--- config.mk ---
export PLATFORM = sky130hd
export DESIGN_NAME = ex_muldiv_ctrl_flat
export DESIGN_NICKNAME = d
export VERILOG_FILES = /design/src/rtl/ex_muldiv_ctrl_pkg.sv /design/src/rtl/ex_muldiv_ctrl_if.sv /design/src/rtl/ex_muldiv_ctrl_step.sv /design/src/rtl/ex_muldiv_ctrl.sv /design/src/flat_wrapper.sv
export SDC_FILE = /design/constraint.sdc
export NUM_CORES = 1
export LEC_CHECK = 0
export ABC_AREA = 1
export CORE_UTILIZATION = 30
export DETAILED_ROUTE_END_ITERATION = 12
export PLACE_DENSITY = 0.59
export SYNTH_ARGS = -nofsm -noshare
export SYNTH_HDL_FRONTEND = slang
export SYNTH_SLANG_ARGS = --single-unit
--- constraint.sdc ---
create_clock -name clk -period 3.7 [get_ports clk]
set_clock_uncertainty 0.2 [all_clocks]
set_input_delay 0.74 -clock clk [delete_from_list [all_inputs] [get_ports clk]]
set_output_delay 0.74 -clock clk [all_outputs]
set_load 0.1 [all_outputs]
--- src/rtl/ex_muldiv_ctrl_pkg.sv ---
// ex_muldiv_ctrl_pkg: shared widths, M-op funct3 and FSM state encodings, divide special-case constants
package ex_muldiv_ctrl_pkg;
  localparam int XLEN = 32;
  localparam int CNT_W = 5;
  localparam logic [XLEN-1:0] ALL_ONES = '1;
  localparam logic [XLEN-1:0] INT_MIN = {1'b1, {(XLEN-1){1'b0}}};
  typedef enum logic [2:0] {OP_MUL, OP_MULH, OP_MULHSU, OP_MULHU, OP_DIV, OP_DIVU, OP_REM, OP_REMU} op_e;
  typedef enum logic [1:0] {S_IDLE, S_MUL, S_DIV, S_DONE} state_e;
endpackage

--- src/rtl/ex_muldiv_ctrl_if.sv ---
// ex_muldiv_ctrl_if: EX-stage M-op request/result bundle; master is the pipeline, slave is the sequencer
interface ex_muldiv_ctrl_if;
  import ex_muldiv_ctrl_pkg::*;
  logic in_valid, in_ready, flush, stall, out_valid;
  logic [2:0] in_op;
  logic [XLEN-1:0] in_a, in_b, out_result;
  modport master (output in_valid, in_op, in_a, in_b, flush, input in_ready, stall, out_valid, out_result);
  modport slave (input in_valid, in_op, in_a, in_b, flush, output in_ready, stall, out_valid, out_result);
endinterface

--- src/rtl/ex_muldiv_ctrl_step.sv ---
// ex_muldiv_ctrl_step: one shift-add multiply (mode 0) or restoring divide (mode 1) iteration
module ex_muldiv_ctrl_step import ex_muldiv_ctrl_pkg::*; (
  input  logic            mode,
  input  logic [XLEN-1:0] hi,
  input  logic [XLEN-1:0] lo,
  input  logic [XLEN-1:0] opnd,
  output logic [XLEN-1:0] hi_nxt,
  output logic [XLEN-1:0] lo_nxt
);
  logic [XLEN:0] sum, sh;
  logic [XLEN-1:0] diff;
  logic ge;
  always_comb begin
    sum = {1'b0, hi} + (lo[0] ? {1'b0, opnd} : '0);
    sh = {hi, lo[XLEN-1]};
    ge = sh >= {1'b0, opnd};
    // remainder stays below the divisor, so the difference always fits XLEN bits
    diff = sh[XLEN-1:0] - opnd;
    hi_nxt = mode ? (ge ? diff : sh[XLEN-1:0]) : sum[XLEN:1];
    lo_nxt = mode ? {lo[XLEN-2:0], ge} : {sum[0], lo[XLEN-1:1]};
  end
endmodule

--- src/rtl/ex_muldiv_ctrl.sv ---
// ex_muldiv_ctrl: RV32M EX-stage sequencer (32-step multiply / restoring divide).
// Define MULDIV_FASTMUL_EN for a single-cycle combinational multiply path.
module ex_muldiv_ctrl import ex_muldiv_ctrl_pkg::*; (
  input logic clk,
  input logic rst_n,
  ex_muldiv_ctrl_if.slave bus
);
  state_e state, state_nxt;
  logic [CNT_W-1:0] cnt;
  logic [XLEN-1:0] hi, lo, opnd, hi_nxt, lo_nxt, ma, mb, spec_res, acc_res, div_val, div_res, mul_res;
  logic [2*XLEN-1:0] prod;
  logic [2:0] op_r;
  logic neg_r, accept, is_div, sa, sb, neg, special, go_done, busy;
  assign is_div = bus.in_op[2];
  assign sa = bus.in_a[XLEN-1] & (bus.in_op inside {OP_MULH, OP_MULHSU, OP_DIV, OP_REM});
  assign sb = bus.in_b[XLEN-1] & (bus.in_op inside {OP_MULH, OP_DIV, OP_REM});
  assign neg = (is_div & bus.in_op[1]) ? sa : sa ^ sb;
  assign ma = sa ? -bus.in_a : bus.in_a;
  assign mb = sb ? -bus.in_b : bus.in_b;
  assign special = is_div & ((bus.in_b == '0) | (~bus.in_op[0] & (bus.in_a == INT_MIN) & (bus.in_b == ALL_ONES)));
  assign spec_res = (bus.in_b == '0) ? (bus.in_op[1] ? bus.in_a : ALL_ONES) : (bus.in_op[1] ? '0 : INT_MIN);
`ifdef MULDIV_FASTMUL_EN
  logic signed [2*XLEN-1:0] fa, fb, fprod;
  assign fa = {{XLEN{sa}}, bus.in_a};
  assign fb = {{XLEN{sb}}, bus.in_b};
  assign fprod = fa * fb;
  assign go_done = special | ~is_div;
  assign acc_res = special ? spec_res : (bus.in_op == OP_MUL ? fprod[XLEN-1:0] : fprod[2*XLEN-1:XLEN]);
`else
  assign go_done = special;
  assign acc_res = spec_res;
`endif
  assign busy = (state == S_MUL) | (state == S_DIV);
  assign accept = bus.in_valid & (state == S_IDLE) & ~bus.flush;
  assign bus.in_ready = state == S_IDLE;
  assign bus.stall = (bus.in_valid & (state == S_IDLE)) | busy;
  assign bus.out_valid = state == S_DONE;
  ex_muldiv_ctrl_step u_step (.mode(state == S_DIV), .hi(hi), .lo(lo), .opnd(opnd), .hi_nxt(hi_nxt), .lo_nxt(lo_nxt));
  assign prod = neg_r ? -{hi_nxt, lo_nxt} : {hi_nxt, lo_nxt};
  assign mul_res = (op_r == OP_MUL) ? prod[XLEN-1:0] : prod[2*XLEN-1:XLEN];
  assign div_val = op_r[1] ? hi_nxt : lo_nxt;
  assign div_res = neg_r ? -div_val : div_val;
  always_comb begin
    state_nxt = state;
    case (state)
      S_IDLE: if (accept) state_nxt = go_done ? S_DONE : (is_div ? S_DIV : S_MUL);
      S_MUL, S_DIV: state_nxt = bus.flush ? S_IDLE : (&cnt ? S_DONE : state);
      default: state_nxt = S_IDLE;
    endcase
  end
  always_ff @(posedge clk or negedge rst_n) begin
    if (!rst_n) begin
      state <= S_IDLE;
      cnt <= '0;
      hi <= '0;
      lo <= '0;
      opnd <= '0;
      op_r <= '0;
      neg_r <= 1'b0;
      bus.out_result <= '0;
    end else begin
      state <= state_nxt;
      if (accept) begin
        cnt <= '0;
        op_r <= bus.in_op;
        neg_r <= neg;
        hi <= '0;
        lo <= is_div ? ma : mb;
        opnd <= is_div ? mb : ma;
        if (go_done) bus.out_result <= acc_res;
      end else if (busy) begin
        cnt <= cnt + 1'b1;
        hi <= hi_nxt;
        lo <= lo_nxt;
        if (state_nxt == S_DONE) bus.out_result <= (state == S_DIV) ? div_res : mul_res;
      end
    end
  end
endmodule

--- src/flat_wrapper.sv ---
// flat-port wrapper written by rule: the top's interface ports become plain ports
module ex_muldiv_ctrl_flat import ex_muldiv_ctrl_pkg::*;
  (clk, rst_n, bus_in_valid, bus_in_op, bus_in_a, bus_in_b, bus_flush, bus_in_ready, bus_stall, bus_out_valid, bus_out_result);
  ex_muldiv_ctrl_if bus_i ();
  input logic clk;
  input logic rst_n;
  input wire logic [$bits(bus_i.in_valid)-1:0] bus_in_valid;
  input wire logic [$bits(bus_i.in_op)-1:0] bus_in_op;
  input wire logic [$bits(bus_i.in_a)-1:0] bus_in_a;
  input wire logic [$bits(bus_i.in_b)-1:0] bus_in_b;
  input wire logic [$bits(bus_i.flush)-1:0] bus_flush;
  output wire logic [$bits(bus_i.in_ready)-1:0] bus_in_ready;
  output wire logic [$bits(bus_i.stall)-1:0] bus_stall;
  output wire logic [$bits(bus_i.out_valid)-1:0] bus_out_valid;
  output wire logic [$bits(bus_i.out_result)-1:0] bus_out_result;
  assign bus_i.in_valid = bus_in_valid;
  assign bus_i.in_op = bus_in_op;
  assign bus_i.in_a = bus_in_a;
  assign bus_i.in_b = bus_in_b;
  assign bus_i.flush = bus_flush;
  assign bus_in_ready = bus_i.in_ready;
  assign bus_stall = bus_i.stall;
  assign bus_out_valid = bus_i.out_valid;
  assign bus_out_result = bus_i.out_result;
  ex_muldiv_ctrl u_core (.clk(clk), .rst_n(rst_n), .bus(bus_i));
endmodule
Word-level counts from Yosys, hierarchy flattened:

Index checks and enable logic that the tools add are counted.

* register bits: 139
* output and inout port bits: 35
* logic and storage cells: 84

* $lt $le $gt $ge: 1
* equality and inequality tests: 11
* bitwise logic cells: 14
* add/sub/neg operators: 7
* reduce and logical (&&, ||, !) cells: 10
* muxes and demuxes: 33

Operators by type and width (count)
* two-way mux 32 bit: 23
* negation 32 bit: 3
* == test 32 bit (second input constant): 2
* two-way mux 64 bit: 1
* negation 64 bit: 1
* adder 32 x 33 -> 33 bit: 1
* greater-or-equal comparator 33 x 32 -> 1 bit: 1
* logical NOT 32 bit: 1
* subtractor 32 bit: 1
* two-way mux 2 bit: 5
* two-way mux 5 bit: 2
* AND 1 bit: 8
* == test 2 bit (second input constant): 3
* == test 3 bit (second input constant): 2
* adder 5 x 1 -> 5 bit (second input constant): 1
* AND reduction 5 bit: 1
* one-hot mux 2 bit (2 select lines): 1
* nonzero test 2 bit: 2
* nonzero test 4 bit: 1
* == test 3 x 1 -> 1 bit (second input constant): 1
* == test 3 x 2 -> 1 bit (second input constant): 1
* logical NOT 3 bit: 1
* OR 1 bit: 3
* AND reduction 3 bit: 1
* 8 further kinds: 9

Longest topological paths before layout:

* word-level depth: 12
* mapped depth: 33
* depth with buffers taken out: 32

Modules after synthesis:

From an unflattened synthesis, not the netlist that was laid out.

* cells, all modules: 3480
* area, all modules: 19055.8 um2

By module, submodules not included
* ex_muldiv_ctrl: seq. area each 3478.3 um2, instances 1, area each 12891.1 um2, cells each 2191
* ex_muldiv_ctrl_step: seq. area each 0.0 um2, instances 1, area each 6164.7 um2, cells each 1289

Least setup slack after synthesis:

No wires, ideal clock.

* path kind: register to output
* from: register u_core.state[0]
* to: output bus_stall
* required time: 2760 ps
* cell stages (with the launch flop): 5
* setup slack: -861 ps
* arrival: 3621 ps
* cell sequence: dfrtp_1 > inv_1 > ha_1 > inv_1 > o21ai_0

* word-level cells in the longest chain between the ends: 3

Ends and longest elaborated chain
* start: declaration: line ex_muldiv_ctrl.sv:8 `state_e state, state_nxt;`
* start signal: assignment: line ex_muldiv_ctrl.sv:62 `state <= state_nxt;`
* logical NOT 2 bit
* net bus_in_ready: line flat_wrapper.sv:12 `output wire logic [$bits(bus_i.in_ready)-1:0] bus_in_ready;`
* AND 1 bit: line ex_muldiv_ctrl.sv:36 `assign bus.stall = (bus.in_valid & (state == S_IDLE)) | busy;`
* OR 1 bit: line ex_muldiv_ctrl.sv:36
* end: declaration: line flat_wrapper.sv:13 `output wire logic [$bits(bus_i.stall)-1:0] bus_stall;`

The timed path passes the listed nets, and every way through them passes these cells.

Worst setup path in the final report:

* from: register u_core.hi[25]
* to: register u_core.bus.out_result[12]

* word-level cells in the longest chain between the ends: 10

Ends and longest elaborated chain
* start: declaration: line ex_muldiv_ctrl.sv:10 `logic [XLEN-1:0] hi, lo, opnd, hi_nxt, lo_nxt, ma, mb, spec_res, acc_res, div_val, div_res, mul_res;`
* start signal: assignment: line ex_muldiv_ctrl.sv:73 `hi <= hi_nxt;`
* greater-or-equal comparator 33 x 32 -> 1 bit (*): line ex_muldiv_ctrl_step.sv:16 `ge = sh >= {1'b0, opnd};`
* two-way mux 32 bit (2 in series): line ex_muldiv_ctrl_step.sv:19 `hi_nxt = mode ? (ge ? diff : sh[XLEN-1:0]) : sum[XLEN:1];`
* negation 64 bit or two-way mux 32 bit (tied branches): line ex_muldiv_ctrl.sv:39, ex_muldiv_ctrl.sv:41
* two-way mux 64 bit or negation 32 bit (tied branches): line ex_muldiv_ctrl.sv:39, ex_muldiv_ctrl.sv:42
* two-way mux 32 bit (on tied branches): line ex_muldiv_ctrl.sv:40, ex_muldiv_ctrl.sv:42
* two-way mux 32 bit (*) (2 in series): line ex_muldiv_ctrl.sv:75 `if (state_nxt == S_DONE) bus.out_result <= (state == S_DIV) ? div_res : mul_res;`
* two-way mux 32 bit (*): line ex_muldiv_ctrl.sv:71 `end else if (busy) begin`
* two-way mux 32 bit (*): line ex_muldiv_ctrl.sv:63 `if (accept) begin`
* end signal: assignment: line ex_muldiv_ctrl.sv:70 `if (go_done) bus.out_result <= acc_res;`
* end signal: assignment: line ex_muldiv_ctrl.sv:75
* end: declaration: line ex_muldiv_ctrl_if.sv:8 `modport slave (input in_valid, in_op, in_a, in_b, flush, output in_ready, stall, out_valid, out_result);`

Mark *: on every way between the ends. The rest lies on a longest branch, timed or not. The select of a mux whose other input is x is not followed.
A chain may end at the register's enable or synchronous reset.

==> key figures <==
Yosys
  – Post-synth EDFFs: 0
  – Top-area cell type share of the netlist area: 0.190
  – Avg Cell Area, Syn: 5.69 um^2
  – Synth warnings: 0
  – #FFs+latches synth: 139
  – Compound-Gate Fraction of Synth Area: 0.163
  – Synth Area in XOR/XNOR: 0.0362
  – Sequential-to-total area share from yosys stat: 0.184
  – Simple-Gate Fraction of Synth Area: 0.432
  – Mux cell area share after synthesis: 0
  – Synth area leader: nand2_1
  – Top FF cell, synth: dfrtp_1
  – Post-synthesis adder-cell area fraction: 0.0512
  – Cell count after synthesis: 3317
  – Synthesized area: 18900 um^2
  – Ys async rst share: 1.00
  – Post-Syn Nets: 3464
  – Largest family of logic cells by synthesized area: simple AND/OR/NAND/NOR gates
  – Count of cell types in the netlist: 55
  – Synth top area cells: nand2_1 19%, dfrtp_1 18%, inv_1 9.7%, nor2_1 7.8%, nand3_1 7.2%

Timing
  – Fin Hold WS: 0.00898 ns
  – Fmax: 0.248 GHz
  – Final worst path period share: 1.09
  – RSZ-0062 raised after global routing: yes
  – Max-slew headroom: 0.338
  – Max-slew violation count: 0
  – Setup violations, final: 32
  – Final Hold Viols: 0
  – Crit path time final: 4.04 ns
  – Post-route setup slack: -0.338 ns
  – Slew at the pin closest to its max-slew limit: 0.990 ns

Detailed routing
  – Total number of vias: 25.9k
  – Via density: 5.18
  – DRT iter0 DRCs: 2568
  – Drc violations: 0
  – Final WL: 105000 um
  – DRT Pass-1 Iters: 6
  – Wire per inst: 21.1 um
  – Final ANT Viol Nets: 0

Cells and area
  – Finished Core Util: 0.479
  – Most common cell after layout, fill and taps aside: nand2_1
  – Multi-input gate area in the final layout: 15100 um^2
  – Commonest non-fill, non-tap cells in the layout: 846 x nand2_1, 806 x buf_4, 461 x inv_1
  – Share of layout cells above drive strength 1: 0.344
  – Filler Cell Count: 6481
  – Final instance area: 29600 um^2
  – Area growth from synthesis to layout: 57.0%
  – Ant diodes: 0
  – Sequential cell area: 3500 um^2
  – Net count of the finished layout: 4288

Worst hold path
  – Hold Path Class: input pin to asynchronous set/reset pin

Clock tree
  – Clk sink count: 139
  – Max H-tree Level: 4
  – Clock Latency Late Sink: 0.50 ns
  – Worst-path clk slew: 0.07 ns
  – Clk buf depth: 2
  – TritonCTS buffer count: 17
  – CTS root buf: clkbuf_16
  – CTS tree: done

Placed design
  – Number of port buffers: 105
  – HPWL after detailed placement: 86000 um
  – DP Worst Slack: -0.692 ns
  – RePlAce Congestion: 1.10
  – Placed Area: 26400 um^2

Floorplanning
  – Initial Util: 0.305
  – Die Area: 63900 um^2
  – Standard-cell rows: 91
  – Die Ht: 253 um
  – Die width: 253 um
  – Ports: 106
  – Core area: 61900 um^2

Critical path
  – WS Path Type: flop to flop
  – Critical path startpoint category: flop
  – Highest fanout seen on the critical path: 5
  – Slowest stage cell on the critical path: dfrtp_2
  – CP endpoint kind: flop
  – CP bufs+invs: 1
  – Critical Path Max Stage Delay: 0.47 ns
  – Cell family with most CP delay: simple AND/OR/NAND/NOR gates
  – Critical Path RT: 3.93 ns
  – Arr. time, crit path: 4.27 ns

GRT
  – Initial antenna violation count: 4
  – Total grt overflow: 0
  – First-pass GRT wire length: 155000 um
  – Vias in the first global route: 24.9k
  – Pin count of the biggest net entering global routing: 95
  – GRT Util Overall: 0.328

Flow run
  – Maxcap violations: 0

Run status
  – Outcome: finished, violations left
  – Violated checks: setup timing
logic make-up after synthesis:
kind of cell,Yosys count
DFF,139
AOI/OAI and AO/OA,531
and+or+nand+nor,1863
buffers and inverters,630
xor gates and xnor gates,78
adders and majority gates,76
stage by stage:
step                TNS (ns)  std cells
detailed placement    -21.00       4888
global route          -14.64       4991
floorplan                  0       3317
CTS                    -3.45       4970
finish                 -8.70       4991
global placement      -20.26       4888
flip-flops by register name, indices dropped and copies added (netlist names):
register,flops
u_core.lo,32
u_core.op_r,3
u_core.neg_r,1
u_core.state,2
u_core.bus.out_result,32
u_core.hi,32
u_core.cnt,5
u_core.opnd,32
synthesized netlist by cell type (15+ instances only):
master / count
clkbuf_1: 69
nor2_2: 29
xnor2_1: 17
nand2_2: 39
inv_2: 18
a31oi_1: 16
nor2_1: 393
o22ai_1: 30
o221ai_1: 39
ha_1: 74
nand4_1: 59
a21oi_1: 172
a22oi_1: 19
nand3_1: 271
dfrtp_1: 139
nand3_2: 21
inv_1: 489
nor3_1: 31
nand3b_1: 21
o211ai_1: 15
nand2_1: 958
o21ai_0: 170
buf_2: 22
o21ai_1: 33
xor2_1: 61
routing by layer:
| metal | share of wire | track usage |
|---|---|---|
| met1 | 0.40 | 0.405 |
| met2 | 0.44 | 0.522 |
| met3 | 0.085 | 0.0656 |
| met4 | 0.077 | 0.210 |
| met5 | 0 | 0 |
path summary, 6_finish.rpt:
check | from | to | slack (ns) | depth (start not counted)
max | u_core.hi[25] | u_core.bus.out_result[12] | -0.34 | 27
min | rst_n | u_core.bus.out_result[7] | 0.009 | 1
max reg2reg | u_core.hi[25] | u_core.bus.out_result[12] | -0.34 | 27
min reg2reg | u_core.cnt[3] | u_core.cnt[3] | 0.26 | 1
max in group asynchronous | rst_n | u_core.opnd[14] | 2.44 | 2
min in group clk | u_core.cnt[3] | u_core.cnt[3] | 0.26 | 1
what timing repair did:
action                                  CTS  global route
cloned                                    3             1
buffers inserted                         47            21
endpoints found under the setup margin   32            45
hold buffers                              0             0
gates resized for setup                 346           176
pin swaps                                79            72
cell type report:
type                    instances  share of cell area
inverters                     516              0.0655
repair buffers                918               0.251
clock buffers                  18              0.0148
multi-input cells            2549               0.510
clock inverters                14             0.00490
flip-flops and latches        139               0.118
well taps                     837              0.0353
Power is left out: the tool's default activity adds up to more than one toggle a clock period on the data nets, which glitch-free logic cannot reach.
